### config.mk
export PLATFORM = sky130hd
export DESIGN_NAME = rv_dmem_ctrl
export DESIGN_NICKNAME = d
export VERILOG_FILES = /design/src/rtl/rv_dmem_ctrl.sv
export SDC_FILE = /design/constraint.sdc
export NUM_CORES = 1
export LEC_CHECK = 0
export BUFFER_PORTS_ARGS = -buffer_cell sky130_fd_sc_hd__buf_4
export CAP_MARGIN = 20
export CORE_AREA = 2 2 184 186
export CTS_CLUSTER_DIAMETER = 60
export DETAILED_ROUTE_END_ITERATION = 6
export DIE_AREA = 0 0 186 188
export GPL_TIMING_DRIVEN = 0
export PLACE_DENSITY = 0.59
export SYNTH_ARGS = -nofsm -noshare
export SYNTH_HDL_FRONTEND = slang
export SYNTH_SLANG_ARGS = --single-unit
export TNS_END_PERCENT = 50
### constraint.sdc
create_clock -name clk_i -period 2.7 [get_ports clk_i]
set_input_delay 0 -clock clk_i [delete_from_list [all_inputs] [get_ports clk_i]]
set_output_delay 0 -clock clk_i [all_outputs]
set_load 0.01 [all_outputs]
### src/rtl/rv_dmem_ctrl.sv
// Data-memory access controller: runs one req/gnt/rvalid bus transaction per MEM-stage access,
// stalls the pipeline while it is outstanding and aborts with err_o after TIMEOUT cycles.
module rv_dmem_ctrl #(
    parameter int unsigned TIMEOUT = 255
) (
    input  logic        clk_i,
    input  logic        rst_i,
    input  logic        lsu_req_i,
    input  logic        lsu_we_i,
    input  logic [63:0] addr_i,
    input  logic [63:0] addr_map_i,
    input  logic [7:0]  wr_strobe_i,
    input  logic [63:0] wr_data_i,
    output logic        stall_o,
    output logic        done_o,
    output logic        err_o,
    output logic [63:0] rd_data_o,
    output logic        dmem_req_o,
    output logic        dmem_we_o,
    output logic [63:0] dmem_addr_o,
    output logic [7:0]  dmem_strb_o,
    output logic [63:0] dmem_wdata_o,
    input  logic        dmem_gnt_i,
    input  logic        dmem_rvalid_i,
    input  logic [63:0] dmem_rdata_i
);

    localparam int unsigned CntW = $clog2(TIMEOUT + 1);
    localparam logic [CntW-1:0] CntLast = CntW'(TIMEOUT - 1);

    localparam logic [2:0] StIdle = 3'd0;
    localparam logic [2:0] StReq  = 3'd1;
    localparam logic [2:0] StWait = 3'd2;
    localparam logic [2:0] StDone = 3'd3;
    localparam logic [2:0] StErr  = 3'd4;

    logic [2:0]      state_q, state_d;
    logic [CntW-1:0] cnt_q, cnt_d;
    logic            we_q, we_d;
    logic [63:0]     addr_q, addr_d;
    logic [7:0]      strb_q, strb_d;
    logic [63:0]     wdata_q, wdata_d;
    logic [63:0]     rd_data_q, rd_data_d;

    // Only the byte offset of addr_i matters; the word address comes from the mapper.
    logic unused_addr;
    assign unused_addr = ^addr_i[63:3];

    always_comb begin
        state_d   = state_q;
        cnt_d     = cnt_q;
        we_d      = we_q;
        addr_d    = addr_q;
        strb_d    = strb_q;
        wdata_d   = wdata_q;
        rd_data_d = rd_data_q;
        case (state_q)
            StIdle: begin
                if (lsu_req_i) begin
                    we_d    = lsu_we_i;
                    addr_d  = addr_map_i;
                    strb_d  = wr_strobe_i;
                    wdata_d = wr_data_i << {addr_i[2:0], 3'b000};
                    cnt_d   = '0;
                    state_d = StReq;
                end
            end
            StReq: begin
                cnt_d = cnt_q + 1'b1;
                if (dmem_gnt_i) begin
                    state_d = StWait;
                end else if (cnt_q >= CntLast) begin
                    rd_data_d = '0;
                    state_d   = StErr;
                end
            end
            StWait: begin
                cnt_d = cnt_q + 1'b1;
                // A late grant leaves the count past CntLast; the first WAIT cycle is then the last.
                if (dmem_rvalid_i) begin
                    if (!we_q) begin
                        rd_data_d = dmem_rdata_i;
                    end
                    state_d = StDone;
                end else if (cnt_q >= CntLast) begin
                    rd_data_d = '0;
                    state_d   = StErr;
                end
            end
            StDone:  state_d = StIdle;
            StErr:   state_d = StIdle;
            default: state_d = StIdle;
        endcase
    end

    always_ff @(posedge clk_i) begin
        if (rst_i) begin
            state_q   <= StIdle;
            cnt_q     <= '0;
            we_q      <= 1'b0;
            addr_q    <= '0;
            strb_q    <= '0;
            wdata_q   <= '0;
            rd_data_q <= '0;
        end else begin
            state_q   <= state_d;
            cnt_q     <= cnt_d;
            we_q      <= we_d;
            addr_q    <= addr_d;
            strb_q    <= strb_d;
            wdata_q   <= wdata_d;
            rd_data_q <= rd_data_d;
        end
    end

    assign stall_o      = ((state_q == StIdle) && lsu_req_i) || (state_q == StReq) ||
                          (state_q == StWait);
    assign done_o       = (state_q == StDone);
    assign err_o        = (state_q == StErr);
    assign rd_data_o    = rd_data_q;
    assign dmem_req_o   = (state_q == StReq);
    assign dmem_we_o    = we_q;
    assign dmem_addr_o  = addr_q;
    assign dmem_strb_o  = strb_q;
    assign dmem_wdata_o = wdata_q;

endmodule

=== Word level (Yosys, flattened, before mapping) ===
Index checks and enable logic that the tools add are counted.

* Add/subtract/negate cells: 1
* Multiply operators: 0
* Div/mod/pow operators: 0
* Order comparisons: 1
* Equality and inequality tests: 7
* Shift-type cells: 1
* Muxes and demuxes: 12
* Bitwise logic cells: 0
* Reductions and logical operators: 10

{| class="wikitable"
|+ Operator list
! operator !! count
|-
| $mux W64 || 4
|-
| $pmux W64 S2 || 1
|-
| $shl A64 B6 Y64 || 1
|-
| $pmux W8 S2 || 1
|-
| $mux W3 || 4
|-
| $pmux W3 S3 || 1
|-
| $add A8 B1 Y8 const B || 1
|-
| $ge A8 B8 Y1 const B || 1
|-
| $mux W8 || 1
|-
| $eq A3 B2 Y1 const B || 2
|-
| $ne A2 B2 Y1 const B || 2
|-
| $reduce_and A2 Y1 || 2
|-
| $reduce_bool A2 Y1 || 2
|-
| $eq A3 B1 Y1 const B || 1
|-
| $eq A3 B3 Y1 const B || 1
|-
| $logic_not A3 Y1 || 1
|-
| $ne A3 B3 Y1 const B || 1
|-
| $reduce_and A3 Y1 || 1
|-
| $logic_or A1 B1 Y1 || 2
|-
| $reduce_or A2 Y1 || 1
|-
| $logic_and A1 B1 Y1 || 1
|}

* Flip-flop bits (word level): 212
* Bits in latches: 0
* Memory bits (writable): 0
* ROM bits: 0
* Input port bits: 270
* Output and inout port bits: 205
* Logic and storage cells: 39
* Memories: 0

=== Logic depth before layout (Yosys ltp) ===
Gate-level depths: netlist of run 1.

* Word-level depth: 4
* Gate-level depth with buffers: 7
* Gate-level depth less buffers: 6

=== Worst setup path after synthesis of run 1 ===
OpenSTA, ideal clock, no wires.

* Path kind: reg2reg
* Start point: reg state_q[2]
* End point: reg wdata_q[0], in the netlist dmem_wdata_o[0]
* Setup time: 0.059 ns
* Arrival time: 1.839 ns
* Path slack: 0.802 ns
* Stages on the path, launching flop included: 8
* Buffers on the path: 3
* Cell sequence: dfxtp_1 > buf_6 > or4b_1 > clkbuf_1 > or4_1 > buf_4 > nor2_8 > a22o_1

* Word-level cells in the longest chain between the ends: 2

{| class="wikitable"
|+ Ends and longest elaborated chain
! what !! RTL line !! text
|-
| from (decl) || 37 || <nowiki>logic [2:0] state_q, state_d;</nowiki>
|-
| from (signal assigned) || 98 || <nowiki>state_q <= StIdle;</nowiki>
|-
| from (signal assigned) || 106 || <nowiki>state_q <= state_d;</nowiki>
|-
| $logic_not A3 Y1 || 57 || <nowiki>case (state_q)</nowiki>
|-
| $reduce_and A2 Y1 (no source line) || -- ||
|-
| to (signal assigned) || 111 || <nowiki>wdata_q <= wdata_d;</nowiki>
|-
| to (decl) || 42 || <nowiki>logic [63:0] wdata_q, wdata_d;</nowiki>
|}

No other way between the ends.
A chain may end at the register's enable or synchronous reset.

=== Worst setup path after layout of run 1 ===
* Start point: reg state_q[2]
* End point: reg wdata_q[39], in the netlist dmem_wdata_o[39]

The elaborated chain is that of the path after synthesis.

==> run_results.csv, run 1 <==
group,metric,value,unit
sta,final_hold_viol_count,0,
final_layout,post-route-util,45.6,%
placed_design,hpwlAfterDp,26900,um
floorplan,initial_core_util,25.5,%
cts,cts-root-to-sink-buffers,3,
synthesis,synth-edff-count,0,
synthesis,synth-seq-area-share,50.3,%
synthesis,yosysWarningCount,0,
power,post-layout-total-power,8.69,mW
sta,max-slew-margin-rel,39.5,%
worst_setup_path,cp_max_fo,10,
hold_path,hold_depth,5,
worst_setup_path,reg2reg_setup_slack,180,ps
grt,grt_start_max_net_pins,15,
synthesis,synth_ff_type,"dfxtp_1",
cts,cts_root_buffer,"clkbuf_16",
sta,drv_slew,0,
power,power_per_cell_area,576,nW/um2
worst_setup_path,worstPathArrival,2940,ps
placed_design,detailedPlace.worstSlack,-217,ps
synthesis,syn-instance-count,929,
grt,first_global_vias,9945,
cts,clkTransAtPathRegs,60,ps
drt,vias_per_inst,4.77,
hold_path,hold_path.startpoint,"wr_data_i[38]",
cts,clock_insertion_delay_worst_skew,550,ps
power,combPwrFrac,19.0,%
floorplan,die_area,35000,um2
synthesis,async_reset_ff_share,0,%
final_layout,antenna-diode-count,0,
drt,wire_per_inst,18.5,um
synthesis,post-synth-top-count-cell,"dfxtp_1",
sta,setup_viol_count_final,0,
synthesis,netlist_top_cells_area,"dfxtp_1, mux2i_1, nand2_1",
grt,grt_antenna_before_repair,0,
cts,clock_tree.htree_level_count,1,
final_layout,multi_input_comb_area,3870,um2
drt,antenna_left,0,
synthesis,netlist.area_leader.share,50.3,%
power,seqPwrFrac,39.1,%
placed_design,globalplace.congestion,0.917,
final_layout,layout-area-overhead-vs-synth,78.7,%
power,power_switching,2.42,mW
synthesis,syn-mean-instance-area,9.09,um2
floorplan,placeableCoreArea,33100,um2
power,p_leak,6.82,nW
synthesis,synth_largest_area_cell,"dfxtp_1",
sta,clock-skew-final,16.0,ps
final_layout,fillerInstances,3107,
synthesis,synth_common_cells,"dfxtp_1, nand2_1, a21oi_1",
sta,setup_ws,176,ps
cts,number_of_clock_sinks,212,
floorplan,floorplan.die.width,186,um
final_layout,regArea,4240,um2
sta,unrepaired_setup_endpoints_after_global_routing,"no",
placed_design,numPortBuffers,412,
synthesis,postSynthRegisterBits,212,
final_layout,drive_gt1_share,30.4,%
worst_setup_path,worstSetupPathType,"reg -> reg",
run_status,outcome,"finished, final reports clean",
floorplan,std_cell_rows,67,
drt,firstDrtPassIters,5,
synthesis,synth_nets,1201,
drt,drc_errors,0,
final_layout,design.final.nets,1849,
power,power.clock.fraction,42.0,%
sta,worst_slew_pin_slew,908,ps
drt,vias,9761,
sta,min_period_over_period,93.5,%
sta,fin_crit,2520,ps
drt,detailed_route_wire_length,37800,um
worst_setup_path,setup.worst_path.start_class,"register",
hold_path,hold_path_class,"in -> reg",
cts,cts.repair_timing.setup_buffer_count,0,
worst_setup_path,ff2ff_path_depth,7,
power,internal_power,6.27,mW
cts,tritoncts_clock_tree,"yes",
power,vdd_drop_max,0.000429,V
worst_setup_path,endpoint_kind,"register",
drt,detailedRoute.firstIterationViolations,570,
grt,global_route.overflow_total,0,
worst_setup_path,timing.rr.start,"state_q[2]",
cts,tritoncts_buffers,29,
worst_setup_path,reg2reg_to,"dmem_wdata_o[39]",
synthesis,netlist_area,8440,um2
floorplan,die_span_in_y,188,um
grt,grt_pass1_wl,56400,um
hold_path,hold-path-endpoint,"dmem_wdata_o[54]",
floorplan,design.portCount,475,
flow_run,max_cap_violations,0,
grt,grt_usage,20.6,%
worst_setup_path,required,3110,ps
sta,clock.fmax,396,MHz
synthesis,netlist-cell-type-count,43,
power,p_sw_share,27.8,%
==> power groups by stage <==
stage	Sequential [mW]	Clock (mW)	Combinational (mW)
2_1_floorplan	3.51	0	0.531
3_3_place_gp	3.45	0	1.36
3_5_place_dp	3.45	0	1.37
4_1_cts	3.39	3.74	1.62
5_1_grt	3.41	3.87	1.77
6_report	3.39	3.65	1.65
==> cell families (layout without fill, tap and decap cells) <==
group           Yosys count  count (layout)  share of synthesized area, %
compound gates          270             270                          21.2
xor+xnor                  4               4                         0.415
fa+ha+maj                 2               2                         0.296
buf+inv                  81             751                          3.94
flops                   212             212                          50.3
mux                      83              83                          10.0
simple gates            277             277                          13.9
==> metal layers <==
metal  global-route usage [%]  share of wire [%]  up-vias
met2                     35.2                 48      454
met3                     3.53                7.1       88
met5                        0                  0        -
li1                         -                  -     4601
met4                     8.06                3.8        0
met1                     25.7                 41     4618
==> layout by cell type (no fill, tap or decap), types with 7 or more instances in the layout <==
master / Yosys / final
dfxtp_1: 212 / 212
a31oi_1: 7 / 7
mux2i_1: 79 / 79
dlygate4sd3_1: 0 / 204
o22ai_1: 7 / 7
o21ai_0: 47 / 47
buf_4: 1 / 414
nand2_1: 190 / 190
a221oi_1: 12 / 12
a22o_1: 81 / 81
clkbuf_1: 54 / 57
a22oi_1: 12 / 12
a21oi_1: 90 / 90
clkbuf_16: 0 / 29
nor3_1: 10 / 10
buf_2: 14 / 14
nor2_1: 43 / 43
==> final cells by class <==
cell class                 instances  share of cell area [%]
buffer                            74                    2.04
sequential                       212                    28.1
tap                              448                    3.72
clock inverter                    14                   0.697
multi-input combinational        636                    25.7
inverter                           7                   0.174
clock buffer                      39                    5.46
timing repair buffer             617                    34.1
==> sequential cells by signal (all words and copies together), names as in the netlist <==
signal	count
dmem_addr_o	64
cnt_q	8
dmem_we_o	1
state_q	3
dmem_strb_o	8
dmem_wdata_o	64
rd_data_o	64
==> through the flow <==
step                cells  area (um2)  setup TNS (ps)  hold WS, ps
CTS                  2046       15100               0         1.69
finish               2047       15100               0         8.81
global route         2047       15100               0         30.8
global placement     1789       12100           -2270          210
detailed placement   1789       12100           -1780          212
floorplan             929        8440               0          126
==> critical path: stages (launching register included) <==
cell      delay (ps)
dfxtp_1          300
buf_6            130
or4b_1           510
clkbuf_1         180
clkbuf_1         320
clkbuf_1         400
a221oi_1         460
nor2_1            90
==> timing repair <==
action,4_1_cts,5_1_grt
gates resized for setup,1,1
hold buffers,204,0
setup endpoints to repair,39,13
hold endpoints to repair,198,0
==> worst max-delay path by stage <==
stage | cells past startpoint | slack (ps) | start | endpoint
finish | 7 | 180 | state_q[2] | dmem_wdata_o[39]
global route | 7 | 90 | state_q[2] | dmem_wdata_o[39]
CTS | 7 | 20 | cnt_q[0] | rd_data_o[19]
detailed placement | 6 | -220 | state_q[0] | dmem_addr_o[36]
global placement | 6 | -220 | state_q[0] | dmem_addr_o[36]
floorplan | 7 | 800 | state_q[2] | dmem_wdata_o[0]
Note: power is estimated with default switching activity, not from simulation.
==> run 2: changes to the inputs <==
BUFFER_PORTS_ARGS = unset   (was -buffer_cell sky130_fd_sc_hd__buf_4)
CORE_AREA = 2 2 182 184   (was 2 2 184 186)
DIE_AREA = 0 0 184 186   (was 0 0 186 188)
DONT_BUFFER_PORTS = 1   (was unset)
PLACE_DENSITY = 0.48   (was 0.59)
SETUP_SLACK_MARGIN = 0.2   (was unset)
==> run_results.csv, run 2 (same netlist as run 1, synthesis figures left out) <==
group,metric,value,unit
floorplan,initial_core_util,26.2,%
sta,unrepaired_setup_endpoints_after_global_routing,"yes",
worst_setup_path,worst_path_largest_cell_delay,580,ps
worst_setup_path,critPathTopFamily,"buffers and inverters",
placed_design,globalplace.congestion,0.899,
final_layout,antenna-diode-count,0,
final_layout,layout-area-overhead-vs-synth,46.9,%
worst_setup_path,slowest_stage_cell_on_the_critical_path,"dlygate4sd3_1",
final_layout,finish.cell_count_without_fillers,1632,
drt,vias,8507,
sta,max-slew-margin-rel,41.6,%
drt,drc_errors,0,
drt,detailedRoute.firstIterationViolations,578,
grt,grt_pass1_wl,51800,um
power,post-layout-total-power,8.61,mW
worst_setup_path,timing.rr.start,"state_q[0]",
worst_setup_path,endpoint_kind,"register",
final_layout,post-route-util,38.5,%
sta,worst_slew_pin_slew,876,ps
power,vdd_drop_max,0.000432,V
grt,grt_start_max_net_pins,14,
worst_setup_path,required,3130,ps
cts,clock_tree.htree_level_count,1,
floorplan,design.portCount,475,
cts,clkTransAtPathRegs,60,ps
sta,clock.fmax,407,MHz
final_layout,fillerInstances,3180,
sta,setup_viol_count_final,0,
floorplan,die_area,34200,um2
worst_setup_path,worstPathArrival,2890,ps
cts,tritoncts_buffers,28,
grt,global_route.overflow_total,0,
cts,clock_insertion_delay_worst_skew,540,ps
drt,vias_per_inst,5.21,
worst_setup_path,ff2ff_path_depth,7,
final_layout,multi_input_comb_area,3870,um2
placed_design,hpwlAfterDp,24900,um
cts,cts-root-to-sink-buffers,3,
sta,final_hold_viol_count,0,
sta,drv_slew,0,
worst_setup_path,reg2reg_setup_slack,240,ps
final_layout,most-common-layout-cells,"dlygate4sd3_1, dfxtp_1, nand2_1",
drt,antenna_left,0,
grt,first_global_vias,8723,
drt,firstDrtPassIters,5,
floorplan,std_cell_rows,66,
drt,detailed_route_wire_length,35800,um
grt,grt_usage,19.7,%
hold_path,hold-path-endpoint,"dmem_wdata_o[45]",
worst_setup_path,crit_chain,"buf_2 -> nor4b_2 -> buf_4 -> nand2_1 -> o22ai_1 -> dlygate4sd3_1 -> nor2_1",
cts,number_of_clock_sinks,212,
final_layout,drive_gt1_share,6.29,%
worst_setup_path,worstSetupPathType,"reg -> reg",
sta,clock-skew-final,17.8,ps
worst_setup_path,setup.worst_path.start_class,"register",
worst_setup_path,critical_path.n_buffers_inverters,3,
power,power_per_cell_area,694,nW/um2
run_status,outcome,"finished, final reports clean",
floorplan,placeableCoreArea,32200,um2
cts,cts.repair_timing.setup_buffer_count,0,
cts,tritoncts_clock_tree,"yes",
hold_path,hold_path.startpoint,"wr_data_i[37]",
floorplan,floorplan.die.width,184,um
drt,wire_per_inst,21.9,um
hold_path,hold_path_class,"in -> reg",
cts,cts_root_buffer,"clkbuf_16",
worst_setup_path,cp_max_fo,10,
final_layout,leading_cell_type_in_the_layout_fill_and_taps_excluded,"dlygate4sd3_1",
sta,min_period_over_period,91.0,%
floorplan,die_span_in_y,186,um
worst_setup_path,reg2reg_to,"dmem_wdata_o[62]",
flow_run,max_cap_violations,0,
placed_design,post_place_cells,1338,
placed_design,numPortBuffers,0,
sta,fin_crit,2460,ps
hold_path,hold_depth,4,
final_layout,design.final.nets,1474,
grt,grt_antenna_before_repair,0,
final_layout,regArea,4240,um2
sta,final_sum_of_negative_setup_slack,0,ps
power,p_leak,4.95,nW
==> run 2: cell types whose count changed in the layout (fill, tap and decap cells not counted), moves of 2 or more <==
cell | before | now
buf_4 | 414 | 2
bufinv_16 | 0 | 3
clkbuf_1 | 57 | 55
clkbuf_2 | 1 | 5
clkinv_2 | 4 | 1
clkinvlp_4 | 4 | 0
dlygate4sd3_1 | 204 | 242
==> run 2: routing by layer <==
metal | GRT usage (%) | routed length, um | up-vias
li1 | - | - | 3856
met1 | 22.7 | 13600 | 4033
met2 | 33.8 | 17000 | 509
met3 | 6.18 | 3620 | 109
met4 | 8.35 | 1560 | 0
met5 | 0 | 0 | -
==> run 2: worst max path at each step <==
stage / end / from / slack, ps / depth (start not counted)
after floorplan: dmem_wdata_o[0] / state_q[2] / 800 / 7
after global placement: dmem_strb_o[7] / state_q[0] / -360 / 6
after detailed placement: rd_data_o[6] / cnt_q[0] / 90 / 7
after CTS: dmem_wdata_o[38] / state_q[2] / 130 / 7
after global routing: dmem_wdata_o[45] / state_q[0] / 190 / 7
final: dmem_wdata_o[62] / state_q[0] / 240 / 7
==> run 2: power by group <==
part	total [mW]	leakage, nW	switching (mW)	internal, mW
Combinational	1.13	2.72	0.621	0.508
Clock	3.98	0.494	1.53	2.45
Sequential	3.50	1.73	0.211	3.29
==> run 2: final cells by class <==
class / instances / share of cell area [%]
Buffer: 74 / 2.54
Clock buffer: 40 / 6.67
Clock inverter: 12 / 1.43
Inverter: 7 / 0.212
Multi-Input combinational cell: 636 / 31.2
Sequential cell: 212 / 34.2
Tap cell: 408 / 4.12
Timing Repair Buffer: 243 / 19.6
==> run 2: repair_timing <==
action | 4_1_cts | 5_1_grt
hold buffers | 242 | 0
gates resized for setup | 1 | 10
endpoints found under the hold margin | 208 | 0
endpoints found under the setup margin | 62 | 62
==> run 2: worst reg2reg max path, cell delays in order (launching register included) <==
cell,delay [ps]
dfxtp_1,300
buf_2,170
nor4b_2,360
buf_4,240
nand2_1,330
o22ai_1,320
dlygate4sd3_1,580
nor2_1,50
==> run 2: through the flow <==
stage                     area, um2  hold WS (ps)  setup WS (ps)
after global routing          12400          54.9            189
final                         12400          41.0            243
after detailed placement       8960           129           89.3
after CTS                     12400         0.405            134
after floorplan                8440           126            802
after global placement         8950           126           -360
